### config.mk
export PLATFORM = sky130hd
export DESIGN_NAME = control_seq_flat
export DESIGN_NICKNAME = d
export VERILOG_FILES = /design/src/rtl/control_seq_if.sv /design/src/rtl/control_seq.sv /design/src/flat_wrapper.sv
export SDC_FILE = /design/constraint.sdc
export NUM_CORES = 1
export LEC_CHECK = 0
export CORE_MARGIN = 8
export CORE_UTILIZATION = 40
export DETAILED_ROUTE_END_ITERATION = 6
export PLACE_DENSITY = 0.71
export SLEW_MARGIN = 20
export SYNTH_ARGS = -nofsm -noshare
export SYNTH_HDL_FRONTEND = slang
export SYNTH_SLANG_ARGS = --single-unit
### constraint.sdc
create_clock -name clk -period 3 [get_ports clk]
set_input_delay 0.9 -clock clk [delete_from_list [all_inputs] [get_ports clk]]
set_output_delay 0.9 -clock clk [all_outputs]
set_load 0.01 [all_outputs]
### src/rtl/control_seq_if.sv
// Bundle of the sequencer's fetch, ALU-flag, data-memory and regfile-control
// signals. The master side drives instructions, flags and mem_ack; the
// slave side (the sequencer) returns requests and strobes.
interface control_seq_if #(
   parameter int REG_IDX_W = 4
) ();
   localparam int INST_W = REG_IDX_W + 5;

   logic                 inst_valid;
   logic [INST_W-1:0]    inst;
   logic                 inst_req;
   logic                 z;
   logic                 c;
   logic                 n;
   logic                 v;
   logic                 mem_ack;
   logic                 memory_read_en;
   logic                 memory_write_en;
   logic                 reg_write_en;
   logic [REG_IDX_W-1:0] reg_write_number;
   logic [REG_IDX_W-1:0] reg_from_number;
   logic                 reg_to_reg;
   logic                 fetch_acc_en;
   logic                 branch_en;
   logic [3:0]           flags_q;
   logic                 mem_err;

   modport master (
      output inst_valid, inst, z, c, n, v, mem_ack,
      input  inst_req, memory_read_en, memory_write_en, reg_write_en,
             reg_write_number, reg_from_number, reg_to_reg, fetch_acc_en,
             branch_en, flags_q, mem_err
   );

   modport slave (
      input  inst_valid, inst, z, c, n, v, mem_ack,
      output inst_req, memory_read_en, memory_write_en, reg_write_en,
             reg_write_number, reg_from_number, reg_to_reg, fetch_acc_en,
             branch_en, flags_q, mem_err
   );
endinterface

### src/rtl/control_seq.sv
// Multi-cycle control sequencer: FETCH -> EXEC -> (MEM) -> FETCH.
// Latches one instruction per pass, decodes one-cycle strobes in EXEC,
// keeps a flag register for branches and bounds data-memory waits.
// Outputs are decoded from registered state only (plus mem_ack in MEM so a
// load can write back in the very cycle the memory answers).
module control_seq #(
   parameter int REG_IDX_W   = 4,
   parameter int MEM_TIMEOUT = 15,
   parameter int CNT_W       = 4
) (
   input logic          clk,
   input logic          rst_n,
   control_seq_if.slave bus
);
   localparam int INST_W = REG_IDX_W + 5;
   localparam logic [CNT_W-1:0] TO_LAST_C = CNT_W'(MEM_TIMEOUT - 1);

   typedef enum logic [1:0] {
      FETCH = 2'd0,
      EXEC  = 2'd1,
      MEM   = 2'd2
   } state_t;

   state_t               state_r, state_nxt_s;
   logic [INST_W-1:0]    inst_r, inst_nxt_s;
   logic [3:0]           flags_r, flags_nxt_s;
   logic [CNT_W-1:0]     cnt_r, cnt_nxt_s;

   logic                 cls_s;
   logic [2:0]           sub_s;
   logic [3:0]           op_s;
   logic [REG_IDX_W-1:0] r_s;
   logic                 is_load_s;
   logic [3:0]           flags_in_s;
   logic                 f_z_s, f_c_s, f_n_s, f_v_s;

   logic                 inst_req_s, rd_s, wr_s, we_s, r2r_s, acc_s, br_s, err_s;
   logic [REG_IDX_W-1:0] wnum_s, fnum_s;

   // Instruction fields and flag aliases.
   assign cls_s      = inst_r[INST_W-1];
   assign sub_s      = inst_r[INST_W-2:INST_W-4];
   assign op_s       = inst_r[INST_W-2:REG_IDX_W];
   assign r_s        = inst_r[REG_IDX_W-1:0];
   assign is_load_s  = (op_s == 4'b0000);
   assign flags_in_s = {bus.z, bus.c, bus.n, bus.v};
   assign f_z_s      = flags_r[3];
   assign f_c_s      = flags_r[2];
   assign f_n_s      = flags_r[1];
   assign f_v_s      = flags_r[0];

   // State, instruction latch, flag register and timeout counter.
   always_ff @(posedge clk or negedge rst_n) begin
      if (!rst_n) begin
         state_r <= FETCH;
         inst_r  <= {INST_W{1'b0}};
         flags_r <= 4'b0000;
         cnt_r   <= {CNT_W{1'b0}};
      end else begin
         state_r <= state_nxt_s;
         inst_r  <= inst_nxt_s;
         flags_r <= flags_nxt_s;
         cnt_r   <= cnt_nxt_s;
      end
   end

   // Next-state, decode strobes and memory wait/timeout handling.
   always_comb begin
      state_nxt_s = state_r;
      inst_nxt_s  = inst_r;
      flags_nxt_s = flags_r;
      cnt_nxt_s   = cnt_r;
      inst_req_s  = 1'b0;
      rd_s        = 1'b0;
      wr_s        = 1'b0;
      we_s        = 1'b0;
      r2r_s       = 1'b0;
      acc_s       = 1'b0;
      br_s        = 1'b0;
      err_s       = 1'b0;
      wnum_s      = {REG_IDX_W{1'b0}};
      fnum_s      = {REG_IDX_W{1'b0}};
      case (state_r)
         FETCH: begin
            inst_req_s = 1'b1;
            if (bus.inst_valid) begin
               inst_nxt_s  = bus.inst;
               state_nxt_s = EXEC;
            end else begin
               state_nxt_s = FETCH;
            end
         end
         EXEC: begin
            state_nxt_s = FETCH;
            cnt_nxt_s   = {CNT_W{1'b0}};
            if (cls_s) begin
               // Branches test the flags held before this instruction.
               case (sub_s)
                  3'b000:  br_s = f_n_s & ~f_z_s;
                  3'b001:  br_s = ~f_n_s & ~f_z_s;
                  3'b010:  br_s = f_z_s;
                  3'b011:  br_s = 1'b1;
                  3'b100: begin
                     acc_s = 1'b1;
                     we_s  = 1'b1;
                  end
                  3'b101:  br_s = ~f_z_s;
                  3'b110:  br_s = f_c_s;
                  3'b111:  br_s = f_v_s;
                  default: br_s = 1'b0;
               endcase
            end else begin
               case (op_s)
                  4'b0000, 4'b0001: state_nxt_s = MEM;
                  4'b1010: begin
                     fnum_s      = r_s;
                     flags_nxt_s = flags_in_s;
                  end
                  4'b1100: begin
                     r2r_s  = 1'b1;
                     wnum_s = r_s;
                     we_s   = 1'b1;
                  end
                  4'b1101: begin
                     r2r_s  = 1'b1;
                     fnum_s = r_s;
                     we_s   = 1'b1;
                  end
                  default: begin
                     fnum_s      = r_s;
                     we_s        = 1'b1;
                     flags_nxt_s = flags_in_s;
                  end
               endcase
            end
         end
         MEM: begin
            rd_s   = is_load_s;
            wr_s   = ~is_load_s;
            fnum_s = r_s;
            // An ack in the last allowed cycle still completes normally.
            if (bus.mem_ack) begin
               we_s        = is_load_s;
               cnt_nxt_s   = {CNT_W{1'b0}};
               state_nxt_s = FETCH;
            end else if (cnt_r == TO_LAST_C) begin
               err_s       = 1'b1;
               cnt_nxt_s   = {CNT_W{1'b0}};
               state_nxt_s = FETCH;
            end else begin
               cnt_nxt_s = cnt_r + {{(CNT_W-1){1'b0}}, 1'b1};
            end
         end
         default: begin
            state_nxt_s = FETCH;
            cnt_nxt_s   = {CNT_W{1'b0}};
         end
      endcase
   end

   assign bus.inst_req         = inst_req_s;
   assign bus.memory_read_en   = rd_s;
   assign bus.memory_write_en  = wr_s;
   assign bus.reg_write_en     = we_s;
   assign bus.reg_write_number = wnum_s;
   assign bus.reg_from_number  = fnum_s;
   assign bus.reg_to_reg       = r2r_s;
   assign bus.fetch_acc_en     = acc_s;
   assign bus.branch_en        = br_s;
   assign bus.flags_q          = flags_r;
   assign bus.mem_err          = err_s;
endmodule

### src/flat_wrapper.sv
// flat-port wrapper written by rule: the top's interface ports become plain ports
module control_seq_flat 
#(
   parameter int REG_IDX_W   = 4,
   parameter int MEM_TIMEOUT = 15,
   parameter int CNT_W       = 4
)
  (clk, rst_n, bus_inst_valid, bus_inst, bus_z, bus_c, bus_n, bus_v, bus_mem_ack, bus_inst_req, bus_memory_read_en, bus_memory_write_en, bus_reg_write_en, bus_reg_write_number, bus_reg_from_number, bus_reg_to_reg, bus_fetch_acc_en, bus_branch_en, bus_flags_q, bus_mem_err);
  control_seq_if #(.REG_IDX_W(REG_IDX_W)) bus_i ();
  input logic clk;
  input logic rst_n;
  input wire logic [$bits(bus_i.inst_valid)-1:0] bus_inst_valid;
  input wire logic [$bits(bus_i.inst)-1:0] bus_inst;
  input wire logic [$bits(bus_i.z)-1:0] bus_z;
  input wire logic [$bits(bus_i.c)-1:0] bus_c;
  input wire logic [$bits(bus_i.n)-1:0] bus_n;
  input wire logic [$bits(bus_i.v)-1:0] bus_v;
  input wire logic [$bits(bus_i.mem_ack)-1:0] bus_mem_ack;
  output wire logic [$bits(bus_i.inst_req)-1:0] bus_inst_req;
  output wire logic [$bits(bus_i.memory_read_en)-1:0] bus_memory_read_en;
  output wire logic [$bits(bus_i.memory_write_en)-1:0] bus_memory_write_en;
  output wire logic [$bits(bus_i.reg_write_en)-1:0] bus_reg_write_en;
  output wire logic [$bits(bus_i.reg_write_number)-1:0] bus_reg_write_number;
  output wire logic [$bits(bus_i.reg_from_number)-1:0] bus_reg_from_number;
  output wire logic [$bits(bus_i.reg_to_reg)-1:0] bus_reg_to_reg;
  output wire logic [$bits(bus_i.fetch_acc_en)-1:0] bus_fetch_acc_en;
  output wire logic [$bits(bus_i.branch_en)-1:0] bus_branch_en;
  output wire logic [$bits(bus_i.flags_q)-1:0] bus_flags_q;
  output wire logic [$bits(bus_i.mem_err)-1:0] bus_mem_err;
  assign bus_i.inst_valid = bus_inst_valid;
  assign bus_i.inst = bus_inst;
  assign bus_i.z = bus_z;
  assign bus_i.c = bus_c;
  assign bus_i.n = bus_n;
  assign bus_i.v = bus_v;
  assign bus_i.mem_ack = bus_mem_ack;
  assign bus_inst_req = bus_i.inst_req;
  assign bus_memory_read_en = bus_i.memory_read_en;
  assign bus_memory_write_en = bus_i.memory_write_en;
  assign bus_reg_write_en = bus_i.reg_write_en;
  assign bus_reg_write_number = bus_i.reg_write_number;
  assign bus_reg_from_number = bus_i.reg_from_number;
  assign bus_reg_to_reg = bus_i.reg_to_reg;
  assign bus_fetch_acc_en = bus_i.fetch_acc_en;
  assign bus_branch_en = bus_i.branch_en;
  assign bus_flags_q = bus_i.flags_q;
  assign bus_mem_err = bus_i.mem_err;
  control_seq #(.REG_IDX_W(REG_IDX_W), .MEM_TIMEOUT(MEM_TIMEOUT), .CNT_W(CNT_W)) u_core (.clk(clk), .rst_n(rst_n), .bus(bus_i));
endmodule
== After elaboration in Yosys (flattened, before gate mapping) ==
Cells that the tools add are included.
Cells by class
  add/sub/neg operators: 1
  reduce and logical (&&, ||, !) cells: 10
  muxes and demuxes: 34
  equality and inequality tests: 15
  bitwise operators: 7
Operators by type and width (number)
  4-bit two-way mux: 7
  1-bit two-way mux: 18
  4-bit equality test, second input constant: 4
  4-bit one-hot mux with 2 select lines: 2
  3-bit equality test, second input constant: 4
  2-bit two-way mux: 4
  1-bit one-hot mux with 7 select lines: 1
  3-bit by 2-bit equality test with 1-bit output, second input constant: 2
  2-bit one-hot mux with 3 select lines: 1
  3-bit OR reduction: 2
  1-bit NOT: 5
  4-bit by 1-bit adder with 4-bit output, second input constant: 1
  4-bit by 1-bit equality test with 1-bit output, second input constant: 1
  4-bit zero test: 1
  2-bit OR reduction: 2
  4-bit OR reduction: 1
  3-bit by 1-bit equality test with 1-bit output, second input constant: 1
  3-bit zero test: 1
  3-bit by 2-bit inequality test with 1-bit output, second input constant: 1
  3-bit AND reduction: 1
  1-bit bitwise AND: 2
  2-bit by 1-bit equality test with 1-bit output, second input constant: 1
  2-bit equality test, second input constant: 1
  2-bit zero test: 1
  2 further kinds: 2
Storage, ports and cells
  word-level logic and storage cells: 71
  bits of input ports: 17
  output and inout port bits: 20
  bits in registers: 19

== Longest topological paths before layout ==
Gate-level depths: netlist of run 1.
  depth after elaboration: 5
  depth in mapped cells: 5
  gate-level depth less buffers: 5

== Worst setup path before layout of run 1 ==
Ideal clock, no wire load.
  kind: reg2out
  start: register u_core.inst_r[7]
  end: output bus_reg_write_en
  required time: 2.100 ns
  slack: 0.780 ns
  cell stages (with the launch flop): 5
  data arrival time: 1.320 ns
  buffers on the path: 1
  cells stage by stage: dfrtp_1 > buf_6 > nor3b_1 > or4b_1 > a21boi_1
Between the ends
  word-level cells in the longest chain between the ends: 5
  elaborated cells between the ends (all ways): 10
  classes of those cells: 3 x eq/ne; 5 x mux; 2 x reduce/logical
Ends and longest elaborated chain
  start: declaration: line control_seq.sv:25  | logic [INST_W-1:0] inst_r, inst_nxt_s;
  start signal: assignment: line control_seq.sv:56  | inst_r <= {INST_W{1'b0}};
  start signal: assignment: line control_seq.sv:61  | inst_r <= inst_nxt_s;
  4-bit equality test (tied with other cells): line control_seq.sv:113  | case (op_s)
  3-bit OR reduction (no source line)
  1-bit two-way mux: line control_seq.sv:113
  1-bit two-way mux: line control_seq.sv:96  | if (cls_s) begin
  1-bit one-hot mux with 2 select lines *: line control_seq.sv:83  | case (state_r)
  end: declaration: line flat_wrapper.sv:22  | output wire logic [$bits(bus_i.reg_write_en)-1:0] bus_reg_write_en;
Mark *: on every way between the ends. The rest lies on a longest branch, timed or not.

== Worst setup path after layout of run 1 ==
  start: register u_core.inst_r[5]
  end: output bus_branch_en
Between the ends
  word-level cells in the longest chain between the ends: 4
  elaborated cells between the ends (all ways): 10
  classes of those cells: 6 x eq/ne; 3 x mux; 1 x reduce/logical
Ends and longest elaborated chain
  3-bit equality test (tied with other cells): line control_seq.sv:98  | case (sub_s)
  1-bit one-hot mux with 7 select lines *: line control_seq.sv:98
  1-bit two-way mux *: line control_seq.sv:96
  1-bit two-way mux *: line control_seq.sv:83
  end: declaration: line flat_wrapper.sv:27  | output wire logic [$bits(bus_i.branch_en)-1:0] bus_branch_en;
Marked as above.

==> results summary, run 1 <==
The worst max-slew margin expressed relative to the limit is 71.9%. The congestion estimate from routability-driven global placement came to 0.781. From bottom edge to top edge, the die measures 68.9 um. The first-pass GRT wire length came out at 4.69 mm. The average instance in the mapped netlist occupies 10.3 um^2.

The worst flop-to-flop path endpoint is u_core.cnt_r[3]. The DRC violation count after routing came out at 0. For the worst flop-to-flop path, the logic depth is 6. The worst hold path stage count is 1. The proportion of layout cells with a drive suffix above 1 came out at 22.9%. The analysis attributes to net switching a power of 0.000277 W.

The number of antenna diodes in the final layout is 0. The worst-case register-to-register setup slack is 1.30 ns. The CTS tree is built.

The cell row count came out at 19. Timing would allow up to 341 MHz. The area of the die came out at 4740 um^2. The maximum clock skew at final layout came out at 0.00574 ns. The region available for standard cell placement spans 2710 um^2. The growth of design area from synthesis to finish came out at 44.3%. The sequential cell area fraction in the yosys report is 42.5%. The design draws 0.000826 W. The half-perimeter wire length after placement is 2.15 mm. Global routing used 12.9% of the available tracks.

Across all layers, the routed design uses 997 vias. Yosys attributes the largest share of cell area to sky130_fd_sc_hd__dfrtp_1, sky130_fd_sc_hd__mux2_2, sky130_fd_sc_hd__ha_1, sky130_fd_sc_hd__nand2_1, sky130_fd_sc_hd__and2_1. The unique cell type count in the Yosys netlist came out at 35. The setup TNS after final layout is 0 ns. The clock transition at the registers of the reported paths came out at 0.11 ns.

The share of power burned in the clock network is 16.0%. The worst-path maximum fanout came out at 11. The number of nets at the end of the flow is 176. In this run the static leakage power is 0.769 nW.

The worst min-delay path startpoint is u_core.inst_r[2]. The switching part of the total power came out at 33.5%. The final number of hold-violating endpoints is 0. The count of synthesis-stage warnings from yosys is 0.

The measured slew at the worst slew-check pin is 0.420 ns. The critical path is of the reg2out type. The worst register-to-register path begins at u_core.state_r[0]. The maximum number of pins on one net before global-route repair came out at 20. The tree is rooted in a sky130_fd_sc_hd__clkbuf_4. Synthesis inferred 19 register bits.

The number of optimization iterations in the first detailed-route pass is 4. The share of the synthesized area in the top cell type came out at 42.5%. The clock latency on the worst-skew pair came out at 0.30 ns. The number of antenna violations at the first check in global routing came out at 0. The number of max-slew violations in the final report came out at 0.

The cell area after synthesis came out at 1120 um^2. No sink is reached through more buffers than the 2 on the longest clock path. The part of the power in registers is 46.6%. Clock tree synthesis found a total of 19 sinks.

The critical path required time came out at 2.10 ns. The total overflow reported by the global router is 0. The post-route antenna net violation count is 0.

The power density relative to cell area came out at 512 nW/um^2. The tool flagged a number of max-cap violations equal to 0. The worst voltage drop across the vdd grid is 0.000375 V.

The portion of the clock cycle consumed by the worst path in the final layout is 97.6%. The worst setup path is launched from a flip-flop. The clock period minus worst slack came out at 2.93 ns.

Once the floorplan was initialized, standard cells occupied 41.3% of the core. The worst setup path is captured at an output pin. The number of buffers inserted for hold repair after clock tree synthesis came out at 0. The average wire per cell in the routed design is 15.6 um.

The number of standard cells after synthesis came out at 109. The synthesized net count came out at 131. For hold timing, the worst endpoint is u_core.inst_r[2].

The detailed router finished its first iteration with 40 violations. The die is 68.9 um wide. In this run, CTS created clock tree buffers numbering 3.

The total number of H-tree levels is 1. Data on the critical path arrives at its endpoint at 2.03 ns. The flow ran to the end, and the final reports show no timing, DRC or antenna violations. The via count of the first global-routing pass is 1,033. The total routed wirelength is 2.88 mm. The quantity of I/O buffers inserted on ports came out at 36.

The internal cell power came out at 0.000549 W. The setup violation total in the final timing report came out at 0. The number of top-level pins came out at 37.

Combinational logic burns 37.4% of the power. The biggest area contributor in the post-synthesis netlist is sky130_fd_sc_hd__dfrtp_1. The via-per-instance ratio is 5.42.

In this run the worst hold path is classified as reg2reg.
==> area by class of cell <==
type / instances / area, um^2
Timing Repair Buffer: 44 / 427
Tap cell: 31 / 38.8
Clock buffer: 3 / 22.5
Sequential cell: 19 / 479
Clock inverter: 1 / 5.00
Inverter: 6 / 22.5
Fill cell: 256 / 1100
Multi-Input combinational cell: 80 / 619
==> registers in the layout (all words and copies together) (netlist names) <==
signal              count
u_core.state_r          2
u_core.inst_r           9
u_core.cnt_r            4
u_core.bus.flags_q      4
==> worst max-delay path: stages (launching register included) <==
cell and delay [ns]:
sky130_fd_sc_hd__dfrtp_2 0.51, sky130_fd_sc_hd__or4b_1 0.55, sky130_fd_sc_hd__o2111ai_1 0.13, sky130_fd_sc_hd__a21oi_1 0.06
sky130_fd_sc_hd__clkdlybuf4s50_1 0.48
==> layout by cell type, fill, tap and decap left out, drive strengths merged, types with 2 or more instances in the layout <==
cell           instances
nand3b                 2
nor3b                  2
mux2                  13
clkbuf                 3
buf                    8
dlymetal6s2s           5
dfrtp                 19
clkdlybuf4s50         26
nand2b                 2
nor3                   5
nor2                   4
inv                    6
nor2b                  3
nand2                 11
nor4                   2
or4b                   3
mux2i                  2
o21ai                  3
and2                   5
dlygate4sd2            5
ha                     5
nand3                  4
==> cell families (layout without fill, tap and decap cells) <==
group | Yosys count | in the layout | synth area share (%)
AO/OA/AOI/OAI | 12 | 12 | 7.94
XOR/XNOR | 1 | 1 | 0.783
adder cells (fa/ha/maj) | 5 | 5 | 5.59
buffers and inverters | 10 | 54 | 4.59
flip-flops | 19 | 19 | 42.5
multiplexers | 15 | 15 | 14.9
AND/OR/NAND/NOR | 47 | 47 | 23.7
==> synthesized netlist by cell type <==
master / n
sky130_fd_sc_hd__ha_1: 5
sky130_fd_sc_hd__nor3b_1: 2
sky130_fd_sc_hd__o31ai_1: 1
sky130_fd_sc_hd__nand2b_1: 2
sky130_fd_sc_hd__a211oi_2: 1
sky130_fd_sc_hd__a211o_1: 1
sky130_fd_sc_hd__inv_1: 6
sky130_fd_sc_hd__dfrtp_1: 19
sky130_fd_sc_hd__buf_2: 2
sky130_fd_sc_hd__nor2_1: 4
sky130_fd_sc_hd__nor2b_1: 3
sky130_fd_sc_hd__and3_1: 1
sky130_fd_sc_hd__nand3_1: 4
sky130_fd_sc_hd__nor4_1: 2
sky130_fd_sc_hd__mux2_2: 13
sky130_fd_sc_hd__a21oi_1: 1
sky130_fd_sc_hd__or4b_1: 3
sky130_fd_sc_hd__o21ai_1: 1
sky130_fd_sc_hd__a31oi_1: 1
sky130_fd_sc_hd__buf_6: 1
sky130_fd_sc_hd__a21boi_1: 1
sky130_fd_sc_hd__a32oi_1: 1
sky130_fd_sc_hd__and2_1: 5
sky130_fd_sc_hd__buf_4: 1
sky130_fd_sc_hd__nand2_1: 11
sky130_fd_sc_hd__o221ai_1: 1
sky130_fd_sc_hd__mux2i_1: 2
sky130_fd_sc_hd__nor3_1: 5
sky130_fd_sc_hd__or2_2: 1
sky130_fd_sc_hd__or4_1: 1
sky130_fd_sc_hd__o2111ai_1: 1
sky130_fd_sc_hd__o21ai_0: 2
sky130_fd_sc_hd__nand3b_1: 2
sky130_fd_sc_hd__xor2_1: 1
sky130_fd_sc_hd__nand4b_1: 1
==> metrics by stage <==
step / cell area [um^2] / util [%] / hold WS [ns] / setup slack, ns / instances
5_1_grt: 1610 / 59.6 / 0.570 / -0.0142 / 184
3_5_place_dp: 1530 / 56.3 / 0.527 / -0.199 / 177
6_report: 1610 / 59.6 / 0.549 / 0.0716 / 184
4_1_cts: 1560 / 57.7 / 0.554 / 0.00383 / 181
2_1_floorplan: 1120 / - / 0.494 / 0.780 / 109
3_3_place_gp: 1530 / 56.3 / 0.520 / -0.169 / 177
==> how the worst max path moves through the flow <==
stage / from / to / slack (ns) / cells past startpoint
6_report: u_core.inst_r[5] / bus_branch_en / 0.07 / 4
5_1_grt: u_core.inst_r[5] / bus_branch_en / -0.01 / 4
4_1_cts: u_core.inst_r[6] / bus_branch_en / 0.004 / 5
3_5_place_dp: bus_mem_ack / bus_reg_write_en / -0.20 / 4
3_3_place_gp: bus_mem_ack / bus_reg_write_en / -0.17 / 4
2_1_floorplan: u_core.inst_r[7] / bus_reg_write_en / 0.78 / 4
==> power groups by stage <==
stage | Sequential, W | Clock (W) | Combinational, W
after floorplan | 0.000369 | 0 | 0.000174
after global placement | 0.000380 | 0 | 0.000292
after detailed placement | 0.000385 | 0 | 0.000298
after CTS | 0.000382 | 0.000140 | 0.000300
after global routing | 0.000396 | 0.000151 | 0.000339
final | 0.000385 | 0.000132 | 0.000309
==> per-layer routing <==
metal | track usage (%) | vias to the layer above | routed length [um]
li1 | - | 475 | -
met1 | 15.1 | 482 | 1240
met2 | 20.1 | 34 | 1310
met3 | 5.82 | 6 | 266
met4 | 5.26 | 0 | 58
met5 | 0 | - | 0
==> what timing repair did <==
| item | CTS | global route |
|---|---|---|
| setup buffers | 0 | 3 |
| endpoints found under the setup margin | 10 | 8 |
| hold endpoints to repair | 0 | 0 |
| resized for setup | 9 | 10 |
Power figures use the tool's default switching activity.
==> run 2, diff against run 1 <==
--- a/config.mk
+++ b/config.mk
@@ -5,10 +5,13 @@
 export SDC_FILE = /design/constraint.sdc
 export NUM_CORES = 1
 export LEC_CHECK = 0
+export CELL_PAD_IN_SITES_DETAIL_PLACEMENT = 0
+export CELL_PAD_IN_SITES_GLOBAL_PLACEMENT = 1
 export CORE_MARGIN = 8
-export CORE_UTILIZATION = 40
+export CORE_UTILIZATION = 36
 export DETAILED_ROUTE_END_ITERATION = 6
-export PLACE_DENSITY = 0.71
+export PLACE_DENSITY = 0.83
+export REMOVE_ABC_BUFFERS = 1
 export SLEW_MARGIN = 20
 export SYNTH_ARGS = -nofsm -noshare
 export SYNTH_HDL_FRONTEND = slang
==> run 2 against run 1 <==
Core utilization fell by 7.2 points. Non-clock buffer count is 4 lower. Total power fell by 0.62%. Register-to-register slack worse by 0.02 ns. Worst hold slack worse by 0.0075 ns. Routed wire length grew 1.0%. Largest power group unchanged. Highest routed layer unchanged.
==> results summary, run 2 (same netlist as run 1, synthesis figures left out) <==
Setup repair after global routing left no endpoint under its margin. In the layout the commonest cells are sky130_fd_sc_hd__clkdlybuf4s50_1, sky130_fd_sc_hd__dfrtp_1, sky130_fd_sc_hd__mux2_2. The via-per-instance ratio came to 5.29 (-2.5%).

The half-perimeter wire length after placement came out at 2.14 mm (-0.59%). The beginning of the worst register-to-register path is u_core.state_r[0]. STA classifies the critical path startpoint as a flip-flop. The critical path is of the reg2out type. The start point of the critical path is u_core.inst_r[5]. The final design utilization came out at 52.4% (-7.2 points). The depth of the worst register-to-register path came out at 4 (-2).

The worst voltage drop across the vdd grid came to 0.000262 V (-30%). The proportion of layout cells with a drive suffix above 1 came out at 20.1% (-2.7 points). The DRC violation count after routing came to 0 (unchanged).

The number of buffers added for setup after CTS is 0 (unchanged). The portion of the clock cycle consumed by the worst path in the final layout is 96.6% (-1.0 points). The maximum number of pins on one net before global-route repair came out at 20 (unchanged).

The number of nets at the end of the flow is 172 (-2.3%). The power density relative to cell area is 522 nW/um^2 (+2.0%). The cell sitting at the root of the clock tree is a sky130_fd_sc_hd__clkbuf_4. The cell area after layout came out at 1570 um^2 (-2.6%). The worst-path maximum fanout came out at 9 (-2). The total chip power is 0.000820 W (-0.62%). The number of optimization iterations in the first detailed-route pass came out at 4 (unchanged).

The critical path goes through or4b_1, o2111ai_1, a21oi_1, clkdlybuf4s50_1. The via count of the first global-routing pass is 1,001 (-3.1%). The arrival time of data at the critical path endpoint came out at 2.00 ns (-0.03 ns). The library cell used most frequently in the layout, excluding fill and tap cells, is sky130_fd_sc_hd__clkdlybuf4s50_1. The area used by sequential logic in the layout came to 479 um^2 (unchanged).

The total via count after detailed routing came out at 962 (-3.5%). The cell row count is 20 (+1). The worst-case register-to-register setup slack came out at 1.28 ns (-0.02 ns).

The number of sinks driven by the clock tree is 19 (unchanged). The flip-flop count of the largest register after layout came to 9 (unchanged). The number of diodes came out at 0 (unchanged). The setup violation total in the final timing report came to 0 (unchanged). The core area is 3000 um^2 (+11%). The total clock buffers created by CTS came to 3 (unchanged).

The post-route antenna net violation count came out at 0 (unchanged). The critical path required time is 2.10 ns (about the same). The total routing resource utilization after global routing is 11.7% (-1.2 points). The first-pass GRT wire length came to 4.81 mm (+2.5%). The number of antenna violations at the first check in global routing is 0 (unchanged). The growth of design area from synthesis to finish came out at 40.6%.

The measured slew at the worst slew-check pin came out at 0.425 ns (+0.00501 ns). The delay of the slowest cell on the worst path is 0.53 ns (-0.02 ns). The number of top-level pins is 37 (unchanged). The clock latency on the worst-skew pair was 0.30 ns (about the same). The total number of H-tree levels is 1 (unchanged). The total overflow reported by the global router came out at 0 (unchanged).

The combined area of the multi-input logic cells is 613 um^2 (-1.0%). The worst max-slew margin expressed relative to the limit came to 71.6% (-0.33 points). The initial detailed-routing violation count is 45 (+13%).

TritonCTS built the clock tree. The quantity of I/O buffers inserted on ports came to 36 (unchanged). The number of buffers on the longest clock path is 2 (unchanged).

The final-layout fill cell count came out at 289 (+13%). For this design, the slowest cell found on the critical path is sky130_fd_sc_hd__or4b_1. The initial cell density of the core came out at 37.3% (-4.0 points).

The total routed wirelength is 2.91 mm (+1.0%). The number of buffers inserted for hold repair after clock tree synthesis is 0 (unchanged). The maximum clock frequency is 345 MHz (+1.1%). The reported leakage power is 0.722 nW (-6.1%). The register bank with the most flops is u_core.inst_r.

The endpoint identified for the worst register-to-register timing path is u_core.inst_r[7]. The maximum clock skew at final layout is 0.00294 ns (-0.00280 ns). The height of the die came out at 71.7 um (+4.2%). The clock period minus worst slack is 2.90 ns (-0.0308 ns). The worst setup path is captured at an output pin. The flow ran to the end, and the final reports show no timing, DRC or antenna violations. The final number of hold-violating endpoints came to 0 (unchanged). The class of the most critical hold timing path is reg2reg.

The area of the die came out at 5150 um^2 (+8.5%). The overall die width is 71.7 um (+4.2%). The post-detailed-placement cell area is 1520 um^2 (-0.33%). The average wire per cell in the routed design is 16.0 um (+2.1%). The final weighted congestion in routability-driven placement came out at 0.753 (-3.6%).

The clock transition at the registers of the reported paths came out at 0.12 ns (about the same). In this run the worst setup path terminates at bus_branch_en. The number of violations of the max-capacitance limit is 0 (unchanged). The number of max-slew violations in the final report was 0 (unchanged).
## run 2: changes by cell type in the layout (fill, tap and decap cells not counted)
cell                             change
sky130_fd_sc_hd__nor4_2              -1
sky130_fd_sc_hd__buf_4               -4
sky130_fd_sc_hd__dlygate4sd2_1       +2
sky130_fd_sc_hd__dlymetal6s2s_1      -2
sky130_fd_sc_hd__nor4_1              +1
## run 2: worst min-delay path by stage
stage	end	cells after the start	start	slack, ns
4_1_cts	u_core.inst_r[0]	1	u_core.inst_r[0]	0.54
3_3_place_gp	u_core.inst_r[0]	1	u_core.inst_r[0]	0.51
2_1_floorplan	u_core.inst_r[0]	1	u_core.inst_r[0]	0.49
3_5_place_dp	u_core.inst_r[3]	1	u_core.inst_r[3]	0.52
5_1_grt	u_core.inst_r[1]	1	u_core.inst_r[1]	0.57
6_report	u_core.inst_r[0]	1	u_core.inst_r[0]	0.54
## run 2: area by class of cell
| cell class | count | share of cell area, % |
|---|---|---|
| multi-input combinational | 80 | 39.0 |
| sequential | 19 | 30.5 |
| timing repair buffer | 40 | 24.7 |
| tap | 33 | 2.63 |
| clock buffer | 3 | 1.43 |
| inverter | 6 | 1.43 |
| clock inverter | 1 | 0.318 |
## run 2: worst max-delay path: cells and delay by family (launching register included)
kind / cells / cell delay, ns
compound gates: 2 / 0.18
buf+inv: 1 / 0.49
flops: 1 / 0.50
simple gates: 1 / 0.53
## run 2: routing by layer
layer / share of wire (%) / global-route usage (%)
met1: 42 / 14.2
met2: 47 / 17.9
met4: 1.4 / 4.76
met5: 0 / 0
met3: 9.3 / 4.88
## run 2: power by group
group          internal [W]  leakage, nW  total [W]  switching [W]
sequential         0.000314        0.231   0.000390      0.0000762
clock             0.0000497       0.0177   0.000136      0.0000862
combinational      0.000176        0.473   0.000294       0.000118
total              0.000540        0.722   0.000820       0.000280
## run 2: stage by stage
step                      hold slack (ns)  setup TNS (ns)  cells  setup slack, ns
after global routing                0.575               0    182          0.00774
after detailed placement            0.515          -0.262    178           -0.171
final                               0.541               0    182            0.102
after floorplan                     0.494               0    105            0.783
after global placement              0.511          -0.251    178           -0.173
after CTS                           0.543               0    182          0.00530
## run 2: timing repair
item,4_1_cts,5_1_grt
endpoints found under the setup margin,10,5
resized for setup,13,5
cloned,0,0
